--- config.mk ---
export PLATFORM = sky130hd
export DESIGN_NAME = mem_1rw_byte_mask_ctrl
export DESIGN_NICKNAME = d
export VERILOG_FILES = /design/src/rtl/mem_1rw_ctrl_pkg.sv /design/src/rtl/mem_1rw_ctrl_resp_fifo.sv /design/src/rtl/mem_1rw_byte_mask_ctrl.sv
export SDC_FILE = /design/constraint.sdc
export NUM_CORES = 1
export LEC_CHECK = 0
export CAP_MARGIN = 10
export CORE_MARGIN = 4
export CORE_UTILIZATION = 49
export DETAILED_ROUTE_END_ITERATION = 10
export HOLD_SLACK_MARGIN = 0.02
export PLACE_DENSITY = 0.86
export SLEW_MARGIN = 20
export SYNTH_ARGS = -nofsm -noshare
export SYNTH_HDL_FRONTEND = slang
export SYNTH_SLANG_ARGS = --single-unit
--- constraint.sdc ---
create_clock -name clk_i -period 14.47 [get_ports clk_i]
set_clock_uncertainty 0.15 [all_clocks]
set_input_delay 2.894 -clock clk_i [delete_from_list [all_inputs] [get_ports clk_i]]
set_output_delay 2.894 -clock clk_i [all_outputs]
set_load 0.05 [all_outputs]
--- src/rtl/mem_1rw_ctrl_pkg.sv ---
// Shared types and helpers for the 1rw byte-mask SRAM controller.
package mem_1rw_ctrl_pkg;

  // Controller phase: zero-fill sweep after reset, then request service.
  typedef enum logic {
    INIT = 1'b0,
    RUN  = 1'b1
  } state_e;

  // Bits needed to index n entries; never returns 0 so depth-1 structures stay legal.
  function automatic int unsigned ptr_width(input int unsigned n);
    return (n < 2) ? 1 : $clog2(n);
  endfunction

endpackage

--- src/rtl/mem_1rw_ctrl_resp_fifo.sv ---
// Read-response buffer: els_p-deep, width_p-wide FIFO with occupancy count.
// Storage is not reset; only pointers and count are, which is enough to
// make every buffered entry invisible after reset.
module mem_1rw_ctrl_resp_fifo
  import mem_1rw_ctrl_pkg::*;
#(
  parameter int width_p = 64,
  parameter int els_p   = 3,
  localparam int ptr_w_lp = ptr_width(els_p),
  localparam int cnt_w_lp = ptr_width(els_p + 1)
) (
  input  logic                clk_i,
  input  logic                reset_n_i,
  input  logic                enq_i,
  input  logic [width_p-1:0]  data_i,
  input  logic                deq_i,
  output logic                v_o,
  output logic [width_p-1:0]  data_o,
  output logic [cnt_w_lp-1:0] count_o
);

  logic [width_p-1:0]  mem_q [els_p];
  logic [ptr_w_lp-1:0] wr_ptr_q;
  logic [ptr_w_lp-1:0] rd_ptr_q;
  logic [cnt_w_lp-1:0] count_q;
  logic                deq_eff;

  // Depth need not be a power of two, so wrap explicitly.
  function automatic logic [ptr_w_lp-1:0] bump(input logic [ptr_w_lp-1:0] p);
    return (p == ptr_w_lp'(els_p - 1)) ? '0 : p + ptr_w_lp'(1);
  endfunction

  assign v_o     = (count_q != '0);
  assign deq_eff = deq_i & v_o;
  assign data_o  = mem_q[rd_ptr_q];
  assign count_o = count_q;

  // Entry storage; written on every enqueue, including when full with a dequeue.
  always_ff @(posedge clk_i) begin
    if (enq_i) mem_q[wr_ptr_q] <= data_i;
  end

  // Pointer and occupancy update; enqueue and dequeue together leave the count unchanged.
  always_ff @(posedge clk_i or negedge reset_n_i) begin
    if (!reset_n_i) begin
      wr_ptr_q <= '0;
      rd_ptr_q <= '0;
      count_q  <= '0;
    end else begin
      if (enq_i)   wr_ptr_q <= bump(wr_ptr_q);
      if (deq_eff) rd_ptr_q <= bump(rd_ptr_q);
      case ({enq_i, deq_eff})
        2'b10:   count_q <= count_q + cnt_w_lp'(1);
        2'b01:   count_q <= count_q - cnt_w_lp'(1);
        default: count_q <= count_q;
      endcase
    end
  end

endmodule

--- src/rtl/mem_1rw_byte_mask_ctrl.sv ---
// Controller for a single-port (1rw) byte-mask SRAM: zero-fills the array after
// reset, then issues requests straight to the SRAM and buffers read data in order.
//
// Handshakes:
//   request  - a transfer happens in a cycle where req_v_i and req_ready_o are both 1;
//              req_ready_o depends only on registered state, never on req_v_i or resp_yumi_i.
//   response - resp_v_o offers the oldest buffered read; the consumer takes it by raising
//              resp_yumi_i, which is only legal while resp_v_o is 1.
module mem_1rw_byte_mask_ctrl
  import mem_1rw_ctrl_pkg::*;
#(
  parameter int width_p    = 64,
  parameter int els_p      = 512,
  parameter int resp_els_p = 3,
  localparam int addr_width_lp = $clog2(els_p),
  localparam int mask_width_lp = width_p / 8
) (
  input  logic                     clk_i,
  input  logic                     reset_n_i,
  input  logic                     req_v_i,
  output logic                     req_ready_o,
  input  logic                     req_w_i,
  input  logic [addr_width_lp-1:0] req_addr_i,
  input  logic [width_p-1:0]       req_data_i,
  input  logic [mask_width_lp-1:0] req_mask_i,
  output logic                     resp_v_o,
  output logic [width_p-1:0]       resp_data_o,
  input  logic                     resp_yumi_i,
  output logic                     init_done_o,
  output logic                     mem_v_o,
  output logic                     mem_w_o,
  output logic [addr_width_lp-1:0] mem_addr_o,
  output logic [width_p-1:0]       mem_data_o,
  output logic [mask_width_lp-1:0] mem_mask_o,
  input  logic [width_p-1:0]       mem_data_i,
  output state_e                   state_o
);

  localparam int cnt_w_lp = ptr_width(resp_els_p + 1);
  localparam logic [addr_width_lp-1:0] last_addr_lp = addr_width_lp'(els_p - 1);

  state_e                   state_q;
  state_e                   state_n;
  logic [addr_width_lp-1:0] sweep_q;
  logic                     rd_inflight_q;
  logic [cnt_w_lp-1:0]      resp_count;
  logic [cnt_w_lp:0]        credit_used;
  logic                     accept;

  // Credit covers both buffered responses and the read whose SRAM data lands next cycle,
  // so a capture can never find the buffer full without a simultaneous dequeue.
  assign credit_used = {1'b0, resp_count} + (cnt_w_lp + 1)'(rd_inflight_q);
  assign req_ready_o = (state_q == RUN) && (credit_used < (cnt_w_lp + 1)'(resp_els_p));
  assign accept      = req_v_i & req_ready_o;
  assign init_done_o = (state_q == RUN);
  assign state_o     = state_q;

  // Phase register.
  always_ff @(posedge clk_i or negedge reset_n_i) begin
    if (!reset_n_i) state_q <= INIT;
    else            state_q <= state_n;
  end

  // Leave the sweep once the last word has been written.
  always_comb begin
    state_n = state_q;
    if ((state_q == INIT) && (sweep_q == last_addr_lp)) state_n = RUN;
  end

  // Zero-fill address counter, advancing one word per cycle during INIT.
  always_ff @(posedge clk_i or negedge reset_n_i) begin
    if (!reset_n_i)            sweep_q <= '0;
    else if (state_q == INIT)  sweep_q <= sweep_q + addr_width_lp'(1);
  end

  // Marks that SRAM read data is due on mem_data_i in the coming cycle.
  always_ff @(posedge clk_i or negedge reset_n_i) begin
    if (!reset_n_i) rd_inflight_q <= 1'b0;
    else            rd_inflight_q <= accept & ~req_w_i;
  end

  // SRAM port: sweep writes during INIT, combinational pass-through of accepted requests in RUN.
  // Gating with reset_n_i keeps the port idle while reset is held.
  always_comb begin
    mem_v_o    = 1'b0;
    mem_w_o    = 1'b0;
    mem_addr_o = '0;
    mem_data_o = '0;
    mem_mask_o = '0;
    if (state_q == INIT) begin
      mem_v_o    = reset_n_i;
      mem_w_o    = 1'b1;
      mem_addr_o = sweep_q;
      mem_mask_o = '1;
    end else if (accept) begin
      mem_v_o    = 1'b1;
      mem_w_o    = req_w_i;
      mem_addr_o = req_addr_i;
      mem_data_o = req_data_i;
      mem_mask_o = req_mask_i;
    end
  end

  mem_1rw_ctrl_resp_fifo #(
    .width_p (width_p),
    .els_p   (resp_els_p)
  ) resp_fifo (
    .clk_i     (clk_i),
    .reset_n_i (reset_n_i),
    .enq_i     (rd_inflight_q),
    .data_i    (mem_data_i),
    .deq_i     (resp_yumi_i),
    .v_o       (resp_v_o),
    .data_o    (resp_data_o),
    .count_o   (resp_count)
  );

endmodule

Word level (Yosys, flattened, before mapping)
Memory sizes are Yosys's and may differ from the RTL's.
Index checks and enable logic that the tools add are counted.
W data, S select, Z words.
Word-level totals
  output and inout port bits: 151
  ROM bits: 0
  bits in registers: 17
  bits in writable memories: 192
  input port bits: 150
  word-level logic and storage cells: 43
  latch bits: 0
  memories kept: 1
Operators by class
  add/sub/neg operators: 6
  $lt $le $gt $ge: 1
  divide/modulo/power cells: 0
  equality and inequality tests: 5
  $mul: 0
  shift operators: 0
  reduce and logical (&&, ||, !) cells: 4
  mux-type cells: 15
  bitwise operators: 5
Memory list
  resp_fifo.mem_q: depth 3, bits a word 64, rd ports 1, clocked after Yosys merged registers in 0, wr ports 1, line mem_1rw_ctrl_resp_fifo.sv:22  | logic [width_p-1:0] mem_q [els_p];
Operators with widths (number)
  $mux W64: 2
  $mux W9: 2
  $mux W8: 2
  $add A9 B1 Y9 const B: 1
  $eq A9 B9 Y1 const B: 1
  $add A2 B1 Y2 const B: 3
  $eq A2 B2 Y1 const B: 3
  $mux W1: 6
  $mux W2: 2
  $pmux W2 S2: 1
  $reduce_bool A2 Y1: 2
  $add A2 B1 Y3: 1
  $and A1 B1 Y1: 3
  $lt A3 B2 Y1 const B: 1
  $eq A2 B1 Y1 const B: 1
  $logic_and A1 B1 Y1: 2
  $not A1 Y1: 2
  $sub A2 B1 Y2 const B: 1

Depth between registers and ports, before layout
Gate-level depths: netlist of run 1.
  word-level depth: 6
  mapped depth: 6
  mapped depth without buffers: 6

Cells and area by module
Synthesis of run 1 repeated with hierarchy kept, for this count alone.
Second synthesis, totals
  cells, all modules: 570
  area total of the unflattened synthesis: 8623.3 um^2
By module, submodules not included
  mem_1rw_ctrl_resp_fifo: times used 1, sequential area each 5915.7 um^2, cells an instance 432, area each 7433.4 um^2
  mem_1rw_byte_mask_ctrl: times used 1, sequential area each 275.3 um^2, cells an instance 138, area each 1189.9 um^2

Least setup slack after synthesis of run 1
OpenSTA, ideal clock, no wires.
  path kind: input to output
  from: input port req_v_i
  to: output port mem_addr_o[0]
  path buffers: 2
  setup slack: 7.437 ns
  arrival: 3.989 ns
  cell stages on the path: 5
  data required time: 11.426 ns
  cells stage by stage: inv_1 a2111oi_4 buf_6 buf_6 a22o_1
Between the ends
  cells in the longest elaborated chain, start to end: 3
Ends and longest elaborated chain
  start: declaration: line mem_1rw_byte_mask_ctrl.sv:20  | input logic req_v_i,
  $and A1 B1 Y1: line mem_1rw_byte_mask_ctrl.sv:54  | assign accept = req_v_i & req_ready_o;
  $mux W9: line mem_1rw_byte_mask_ctrl.sv:95  | end else if (accept) begin
  $mux W9: line mem_1rw_byte_mask_ctrl.sv:90  | if (state_q == INIT) begin
  end: declaration: line mem_1rw_byte_mask_ctrl.sv:32  | output logic [addr_width_lp-1:0] mem_addr_o,
No other way between the ends.

Final worst setup path of run 1
  from: input port req_v_i
  to: output port mem_data_o[51]
Between the ends
  cells in the longest elaborated chain, start to end: 3
Ends and longest elaborated chain
  $and A1 B1 Y1: line mem_1rw_byte_mask_ctrl.sv:54
  $mux W64: line mem_1rw_byte_mask_ctrl.sv:95
  $mux W64: line mem_1rw_byte_mask_ctrl.sv:90
  end: declaration: line mem_1rw_byte_mask_ctrl.sv:33  | output logic [width_p-1:0] mem_data_o,
No other way between the ends.

==> impl_metrics.json, run 1 <==
{
  "slew_headroom_pct": 44.14,
  "leakage_nw": 4.388,
  "synth.distinct_cells": 31,
  "grt_pass1_vias": 6015,
  "synthToLayoutAreaGrowth_pct": 45.56,
  "via_per_inst": 5.104,
  "start_util_pct": 50.75,
  "cp.arrival_ns": 5.29,
  "outcome": "complete, no violations",
  "diodes": 0,
  "globalplace.congestion": 0.8304,
  "antenna_found_initial": 0,
  "period_needed_ns": 8.338,
  "synthesis.area_um2": 8536,
  "yosys-top-cells-area": "edfxtp_1 68%, mux2i_1 7.5%, dfrtp_1 5.0%",
  "post_cts_resize_count": 0,
  "nets": 1022,
  "dr_total_vias": 5625,
  "postLayoutSetupSlackWorst_ns": 6.132,
  "dp_slack_ns": 6.133,
  "end_kind": "output port",
  "cts_buffer_depth": 3,
  "yosysMostFrequentCell": "edfxtp_1",
  "path_class": "in2out",
  "finalCritPeriodShare_pct": 57.62,
  "worstMarginPinSlew_ns": 0.8378,
  "hp-class": "reg2reg",
  "syn-mean-instance-area_um2": 14.97,
  "drtIter0Drc": 314,
  "maxCapViolCount": 0,
  "track_usage_pct": 21.25,
  "cp_num_buf_inv": 4,
  "cp_slowest_stage_delay_ns": 0.83,
  "slowest_stage": "clkdlybuf4s50_1",
  "cts.sinks": 209,
  "crit_chain": "clkdlybuf4s50_1 -> inv_1 -> a2111oi_4 -> buf_4 -> and2_1 -> clkdlybuf4s50_1",
  "grt_pass1_wl_um": 32830,
  "detail-route-antenna-nets": 0,
  "synth-seq-area-share_pct": 72.53,
  "synth_commonest_cells": "192 x edfxtp_1, 68 x nand2_1, 66 x o21ai_0",
  "ys_warn_count": 0,
  "grt_overflow": 0,
  "powerDensity_nw_per_um2": 166.9,
  "cts-root-buf": "clkbuf_16",
  "yosys_register_bits": 209,
  "synth_top_area_cell": "edfxtp_1",
  "synth_ff_type": "edfxtp_1",
  "insertion_delay_ns": 0.47,
  "p_sw_w": 0.0007887,
  "maxSlewViolCount": 0,
  "comb_power_share_pct": 39.8,
  "io_pins": 301,
  "dieArea_um2": 19600,
  "required_ns": 11.43,
  "grt_max_degree": 132,
  "die_h_um": 140.0,
  "cts_tree": "done",
  "clk_pin_slew_ns": 0.05,
  "internal-power_w": 0.001285,
  "h-tree-depth": 1,
  "num_rows": 47,
  "pwr-share-clk_pct": 26.1,
  "coreArea_um2": 16820,
  "synth_top_area_share_pct": 67.55,
  "worst_path_most_repeated_cell": "clkdlybuf4s50_1",
  "final-hold-violation-count": 0,
  "drive_above_1_share_pct": 5.782,
  "synth_edf_count": 192,
  "cp_max_fo": 84,
  "multi_input_area_um2": 2132,
  "dpl.hpwl_um": 14430,
  "setup_viol": 0,
  "num-fill-cells": 1073,
  "synth_fp_nets": 725,
  "rsz0062_at_grt": "false",
  "route.detailed.drc": 0,
  "post_drt_wl_per_cell_um": 19.61,
  "fmax_mhz": 119.9,
  "drtPass1Iterations": 4,
  "cp-start-kind": "input port",
  "syn_inst": 570,
  "vdd_drop_max_v": 0.0001599,
  "synth-async-reset-ratio_pct": 8.134,
  "hold_buffers": 0,
  "numPortBuffers": 300,
  "cts_setup_buffers": 0,
  "cts_inserted_buffers": 21,
  "die_w_um": 140.0,
  "wirelength_um": 21610,
  "switching_share_pct": 38.03,
  "fin_tns_setup_ns": 0,
  "seq_power_share_pct": 34.1,
  "register_area_um2": 6198,
  "cp_top_family": "buffers and inverters"
}
kinds of logic (layout without fill, tap and decap cells):
family	count (synthesis)	in the layout	share of synthesized area [%]
mux	66	66	7.769
flops	209	209	72.53
fa+ha+maj	5	5	0.7329
xor+xnor	10	10	1.026
simple gates	151	151	8.912
buf+inv	39	351	2.697
compound gates	90	90	6.333
power groups by stage:
stage / registers [W] / logic (W) / clock network (W)
floorplan: 0.000683 / 0.000569 / 0
global placement: 0.000745 / 0.000785 / 0
detailed placement: 0.000746 / 0.000795 / 0
CTS: 0.000733 / 0.000800 / 0.000555
global route: 0.000711 / 0.000860 / 0.000582
finish: 0.000707 / 0.000825 / 0.000542
flip-flops by register name, summed over array words and instances (netlist names):
| signal | flops |
|---|---|
| resp_fifo.wr_ptr_q | 2 |
| sweep_q | 9 |
| resp_fifo.mem_q | 192 |
| init_done_o | 1 |
| rd_inflight_q | 1 |
| resp_fifo.count_o | 2 |
| resp_fifo.rd_ptr_q | 2 |
worst reg2reg max path, delay by kind of cell, from the launching register on:
kind / cells / cell delay, ns
flip-flops: 1 / 0.43
AND/OR/NAND/NOR: 1 / 0.20
adder cells (fa/ha/maj): 2 / 0.53
AO/OA/AOI/OAI: 1 / 0.34
buffers and inverters: 1 / 0.54
placed cells by master, fill, tap and decap left out, types with 2 or more instances in the layout:
| master | n |
|---|---|
| bufinv_16 | 3 |
| or2_2 | 2 |
| mux2_2 | 2 |
| dfrtp_4 | 2 |
| dfrtp_1 | 15 |
| and2_1 | 64 |
| nand3_1 | 3 |
| mux2i_1 | 64 |
| clkinv_1 | 6 |
| a22o_1 | 8 |
| a21o_1 | 14 |
| nand2_1 | 68 |
| xor2_1 | 3 |
| clkbuf_8 | 2 |
| inv_1 | 3 |
| edfxtp_1 | 192 |
| buf_4 | 8 |
| ha_1 | 5 |
| clkinv_2 | 2 |
| clkbuf_16 | 21 |
| o21ai_0 | 66 |
| clkdlybuf4s50_1 | 300 |
| nor2_1 | 4 |
| xnor2_1 | 7 |
layout make-up:
type,count,area share (%)
Clock buffer,24,4.481
Clock inverter,14,1.259
Inverter,4,0.1208
Multi-Input combinational cell,322,17.16
Sequential cell,209,49.89
Tap cell,220,2.216
Timing Repair Buffer,309,24.87
metrics by stage:
| step | power (W) | util (%) | hold slack, ns | cell area, um2 | instances |
|---|---|---|---|---|---|
| finish | 0.002074 | 73.87 | 0.3592 | 12420 | 1102 |
| global route | 0.002153 | 73.87 | 0.3822 | 12420 | 1102 |
| CTS | 0.002087 | 73.71 | 0.3545 | 12400 | 1101 |
| detailed placement | 0.001541 | 69.47 | 0.3473 | 11680 | 1063 |
| global placement | 0.001529 | 69.47 | 0.3558 | 11680 | 1063 |
| floorplan | 0.001252 | - | 0.3147 | 8536 | 570 |
layer usage:
layer / track usage, % / routed length, um
met1: 24.81 / 7855
met2: 39.07 / 11540
met3: 6.237 / 1898
met4: 4.284 / 309
met5: 0 / 0
path summary, 6_finish.rpt:
kind | from | to | slack [ns] | depth (start not counted)
max | req_v_i | mem_data_o[51] | 6.13 | 6
min | sweep_q[6]$_DFFE_PN0N_ | sweep_q[6]$_DFFE_PN0N_ | 0.36 | 1
max reg2reg | resp_fifo.count_o[0]$_DFFE_PN0P_ | rd_inflight_q$_DFF_PN0_ | 12.21 | 5
min reg2reg | sweep_q[6]$_DFFE_PN0N_ | sweep_q[6]$_DFFE_PN0N_ | 0.36 | 1
max in group asynchronous | reset_n_i | resp_fifo.rd_ptr_q[1]$_DFFE_PN0P_ | 11.27 | 2
min in group asynchronous | reset_n_i | sweep_q[7]$_DFFE_PN0N_ | 2.64 | 2
Power figures use the tool's default switching activity.
==> inputs of run 2 (changes only) <==
Settings changed: CORE_UTILIZATION 49 to 41, PLACE_DENSITY 0.86 to 0.77.
Clock period 14.47 ns to 7.4 ns, I/O delays scaled along.
==> run 2 against run 1 <==
  * Sequential share of layout area grew 0.42 points
  * Combinational power increased by 88%
  * Via count shrank 2.5%
  * Setup slack worse by 4.3 ns
  * Register-to-register slack got worse by 7.1 ns
  * Die area increased by 18%
  * First-iteration DRC count fell by 44%
  * Core utilization is 13 points lower
  * Design area down 0.84%
  * Highest routed layer is now met5
  * Worst hold slack better by 0.0088 ns
  * Routed wire length decreased by 3.8%
  * Critical path type unchanged
  * Critical endpoint is now mem_addr_o[3]
==> impl_metrics.json, run 2 (synthesis gave the netlist of run 1 again) <==
{
  "route.detailed.drc": 0,
  "track_usage_pct": 16.92,
  "cts_inserted_buffers": 21,
  "dieArea_um2": 23190,
  "timing.rr.start": "resp_fifo.count_o[0]$_DFFE_PN0P_",
  "slew_headroom_pct": 36.70,
  "synthToLayoutAreaGrowth_pct": 44.34,
  "final-hold-violation-count": 0,
  "worstMarginPinSlew_ns": 0.9496,
  "num_rows": 52,
  "crit_chain": "clkdlybuf4s50_1 -> inv_1 -> a2111oi_4 -> buf_4 -> a22o_1 -> clkdlybuf4s50_1",
  "postLayoutSetupSlackWorst_ns": 1.857,
  "cp-start-kind": "input port",
  "grt_pass1_vias": 5660,
  "fin_tns_setup_ns": 0,
  "grt_overflow": 0,
  "multi_input_area_um2": 2132,
  "num-fill-cells": 1617,
  "worstHoldStart": "sweep_q[6]$_DFFE_PN0N_",
  "drtIter0Drc": 177,
  "register_area_um2": 6198,
  "outcome": "complete, no violations",
  "die_w_um": 152.3,
  "start_util_pct": 41.91,
  "cts_tree": "done",
  "die_h_um": 152.3,
  "required_ns": 5.77,
  "maxCapViolCount": 0,
  "cp.arrival_ns": 3.91,
  "post_drt_wl_per_cell_um": 18.14,
  "cts.sinks": 209,
  "hold_depth": 1,
  "largest_register_ffs": 192,
  "h-tree-depth": 1,
  "largest_register": "resp_fifo.mem_q",
  "dp_slack_ns": 1.867,
  "grt_pass1_wl_um": 31160,
  "grt_max_degree": 85,
  "end_kind": "output port",
  "worst_path_most_repeated_cell": "clkdlybuf4s50_1",
  "path_class": "in2out",
  "r2r_cells": 5,
  "globalplace.congestion": 0.8091,
  "final_common_cell": "clkdlybuf4s50_1",
  "rsz0062_at_grt": "false",
  "cp_max_fo": 84,
  "cts-root-buf": "clkbuf_16",
  "hp-class": "reg2reg",
  "post_cts_resize_count": 0,
  "slowest_stage": "clkdlybuf4s50_1",
  "io_pins": 301,
  "nets": 1020,
  "insertion_delay_ns": 0.48,
  "cts_buffer_depth": 3,
  "wirelength_um": 20780,
  "detail-route-antenna-nets": 0,
  "vdd_drop_max_v": 0.0001636,
  "fmax_mhz": 180.4,
  "clk_pin_slew_ns": 0.06,
  "cts_setup_buffers": 0,
  "numPortBuffers": 300,
  "hold_buffers": 0,
  "r2r-end": "rd_inflight_q$_DFF_PN0_",
  "maxSlewViolCount": 0,
  "period_needed_ns": 5.543,
  "reg_top3": "resp_fifo.mem_q x192, sweep_q x9",
  "drtPass1Iterations": 4,
  "cp_slowest_stage_delay_ns": 0.83,
  "regToRegSetupSlack_ns": 5.11,
  "coreArea_um2": 20360,
  "antenna_found_initial": 3,
  "drive_above_1_share_pct": 4.696,
  "dpl.hpwl_um": 13880,
  "finalCritPeriodShare_pct": 74.90,
  "layout_common_cells": "300 x clkdlybuf4s50_1, 192 x edfxtp_1, 68 x nand2_1",
  "min_to": "sweep_q[6]$_DFFE_PN0N_",
  "leakage_nw": 4.301,
  "setup_viol": 0,
  "via_per_inst": 4.789,
  "powerDensity_nw_per_um2": 314.5,
  "dr_total_vias": 5483
}
==> run 2: per-layer routing <==
layer  vias to the layer above  track usage, %  share of wire, %
met2                       228           30.42                50
met5                         -               0             0.063
li1                       2662               -                 -
met1                      2567           19.19                38
met4                         2           4.067               1.7
met3                        24           6.220                10
==> run 2: how the worst max path moves through the flow <==
stage | start | end
2_1_floorplan | rd_inflight_q$_DFF_PN0_ | resp_fifo.mem_q[1][0]$_DFFE_PP_
3_3_place_gp | req_v_i | mem_addr_o[3]
3_5_place_dp | req_v_i | mem_addr_o[3]
4_1_cts | req_v_i | mem_addr_o[3]
5_1_grt | req_v_i | mem_addr_o[3]
6_report | req_v_i | mem_addr_o[3]
==> run 2: critical path, delay by kind of cell <==
kind	cells	cell delay (ns)
AO/OA/AOI/OAI	2	0.49
buffers and inverters	4	1.90
==> run 2: metrics by stage <==
step           total power, W  utilization, %  hold WS [ns]  area [um2]  std cells
2_1_floorplan        0.002448               -        0.3147        8536        570
3_3_place_gp         0.003003           57.64        0.3441       11740       1112
3_5_place_dp         0.003016           57.64        0.3588       11740       1112
4_1_cts              0.003927           60.48        0.3665       12320       1143
5_1_grt              0.004033           60.50        0.3853       12320       1145
6_report             0.003874           60.50        0.3680       12320       1145
==> run 2: cell type report <==
cell class                 count  share of cell area [%]
sequential                   209                   50.31
timing repair buffer         307                   24.80
multi-input combinational    322                   17.30
clock buffer                  26                   4.418
tap                          270                   2.742
clock inverter                 5                  0.2640
inverter                       4                  0.1219
antenna                        2                 0.04062
==> run 2: where the power goes <==
part,switching [W],total [W],internal (W),leakage [nW]
combinational,0.000995,0.00155,0.000552,2.08
clock,0.000390,0.000906,0.000516,0.280
sequential,0.000120,0.00142,0.00130,1.94
total,0.00150,0.00387,0.00237,4.30
==> inputs of run 3 (changes only) <==
Settings changed: CORE_UTILIZATION 41 to 45, PLACE_DENSITY 0.77 to 0.8.
Clock period 7.4 ns to 5.6 ns, I/O delays scaled along.
==> run 3 against run 2 <==
  * First-iteration DRC count increased by 31%
  * Die area down 8.4%
  * Combinational power increased by 34%
  * Routed wire length grew 2.1%
  * Largest cell class unchanged
  * Highest routed layer is now met4
==> impl_metrics.json, run 3 (synthesis gave the netlist of run 1 again) <==
{
  "track_usage_pct": 19.21,
  "met3_length_um": 1997,
  "cp_max_fo": 84,
  "multi_input_area_um2": 2138,
  "coreArea_um2": 18710,
  "hold_buffers": 0,
  "synthToLayoutAreaGrowth_pct": 44.25,
  "period_needed_ns": 4.827,
  "antenna_found_initial": 1,
  "hp-class": "reg2reg",
  "start_util_pct": 45.63,
  "route.detailed.drc": 0,
  "hold_depth": 1,
  "numPortBuffers": 300,
  "final-hold-violation-count": 0,
  "grt_pass1_wl_um": 32240,
  "r2r_cells": 3,
  "num-fill-cells": 1375,
  "setup_viol": 0,
  "final_common_cell": "clkdlybuf4s50_1",
  "cts_tree": "done",
  "drtIter0Drc": 232,
  "die_w_um": 145.7,
  "cts_buffer_depth": 3,
  "dr_total_vias": 5609,
  "via_per_inst": 5.030,
  "io_pins": 301,
  "dpl.hpwl_um": 14930,
  "fin_tns_setup_ns": 0,
  "nets": 1024,
  "leakage_nw": 4.324,
  "cp.arrival_ns": 3.56,
  "h-tree-depth": 1,
  "dr_wl_met2_um": 10840,
  "reg_top3": "resp_fifo.mem_q x192, sweep_q x9",
  "largest_register_ffs": 192,
  "outcome": "complete, no violations",
  "cts_inserted_buffers": 21,
  "end_kind": "output port",
  "die_h_um": 145.7,
  "clk_pin_slew_ns": 0.06,
  "maxSlewViolCount": 0,
  "drive_above_1_share_pct": 5.114,
  "maxCapViolCount": 0,
  "grt_max_degree": 85,
  "globalplace.congestion": 0.8819,
  "post_drt_wl_per_cell_um": 19.02,
  "fmax_mhz": 207.2,
  "fin_util_pct": 65.83,
  "insertion_delay_ns": 0.47,
  "grt_pass1_vias": 5881,
  "highest-signal-layer": "met4",
  "rsz0062_at_grt": "false",
  "met1_length_um": 7987,
  "slew_headroom_pct": 38.74,
  "powerDensity_nw_per_um2": 417.7,
  "grt_overflow": 0,
  "wirelength_um": 21210,
  "detail-route-antenna-nets": 0,
  "drtPass1Iterations": 4,
  "largest_register": "resp_fifo.mem_q",
  "required_ns": 4.33,
  "path_class": "in2out",
  "vdd_drop_max_v": 0.0001900,
  "post_cts_resize_count": 0,
  "cts.sinks": 209,
  "num_rows": 50,
  "layout_common_cells": "300 x clkdlybuf4s50_1, 192 x edfxtp_1, 68 x nand2_1",
  "register_area_um2": 6198,
  "cts-root-buf": "clkbuf_16",
  "finalCritPeriodShare_pct": 86.20,
  "cts_setup_buffers": 0,
  "cp-start-kind": "input port",
  "worstMarginPinSlew_ns": 0.9189,
  "dieArea_um2": 21240
}
run 3: cell types whose count changed in the layout (fill, tap and decap cells not counted), sizes merged:
cell / previous run / this run
buf: 7 / 11
clkinv: 5 / 7
clkbuf: 26 / 27
diode: 2 / 1
run 3: path summary, 6_finish.rpt:
kind | start | end | slack (ns)
min reg2reg | sweep_q[6]$_DFFE_PN0N_ | sweep_q[6]$_DFFE_PN0N_ | 0.36
max | req_v_i | mem_data_o[4] | 0.77
min in group asynchronous | reset_n_i | rd_inflight_q$_DFF_PN0_ | 0.82
min | sweep_q[6]$_DFFE_PN0N_ | sweep_q[6]$_DFFE_PN0N_ | 0.36
max in group asynchronous | reset_n_i | resp_fifo.rd_ptr_q[1]$_DFFE_PN0P_ | 4.25
max reg2reg | resp_fifo.wr_ptr_q[1]$_DFFE_PN0P_ | resp_fifo.mem_q[2][30]$_DFFE_PP_ | 3.22
run 3: final cells by class:
class	count	share of cell area, %
repair buffers	311	25.06
diodes	1	0.02032
clock buffers	27	4.451
multi-input cells	322	17.37
well taps	234	2.378
flip-flops and latches	209	50.34
clock inverters	7	0.2642
inverters	4	0.1219
run 3: critical path, cell delays in order:
cell	delay, ns
clkdlybuf4s50_1	0.45
inv_1	0.07
a2111oi_4	0.28
buf_4	0.55
and2_1	0.22
clkdlybuf4s50_1	0.83
run 3: layer usage:
| layer | vias to the layer above | track usage (%) |
|---|---|---|
| met5 | - | 0 |
| met4 | 0 | 4.463 |
| met3 | 27 | 6.540 |
| met1 | 2687 | 22.50 |
| li1 | 2669 | - |
| met2 | 226 | 34.19 |
run 3: power by group:
part           total (W)  switching, W  internal (W)
combinational    0.00207       0.00133      0.000738
sequential       0.00187      0.000153       0.00172
clock            0.00120      0.000516      0.000684
run 3: per-stage QoR:
stage,hold slack (ns),worst slack [ns],area (um2),cells,power [W]
floorplan,0.3147,-0.001612,8541,570,0.003235
global placement,0.3535,0.8218,11730,1080,0.003968
detailed placement,0.3603,0.7938,11730,1080,0.003993
CTS,0.3730,0.7685,12310,1114,0.005199
global route,0.3850,0.6190,12310,1115,0.005354
finish,0.3631,0.7726,12310,1115,0.005143
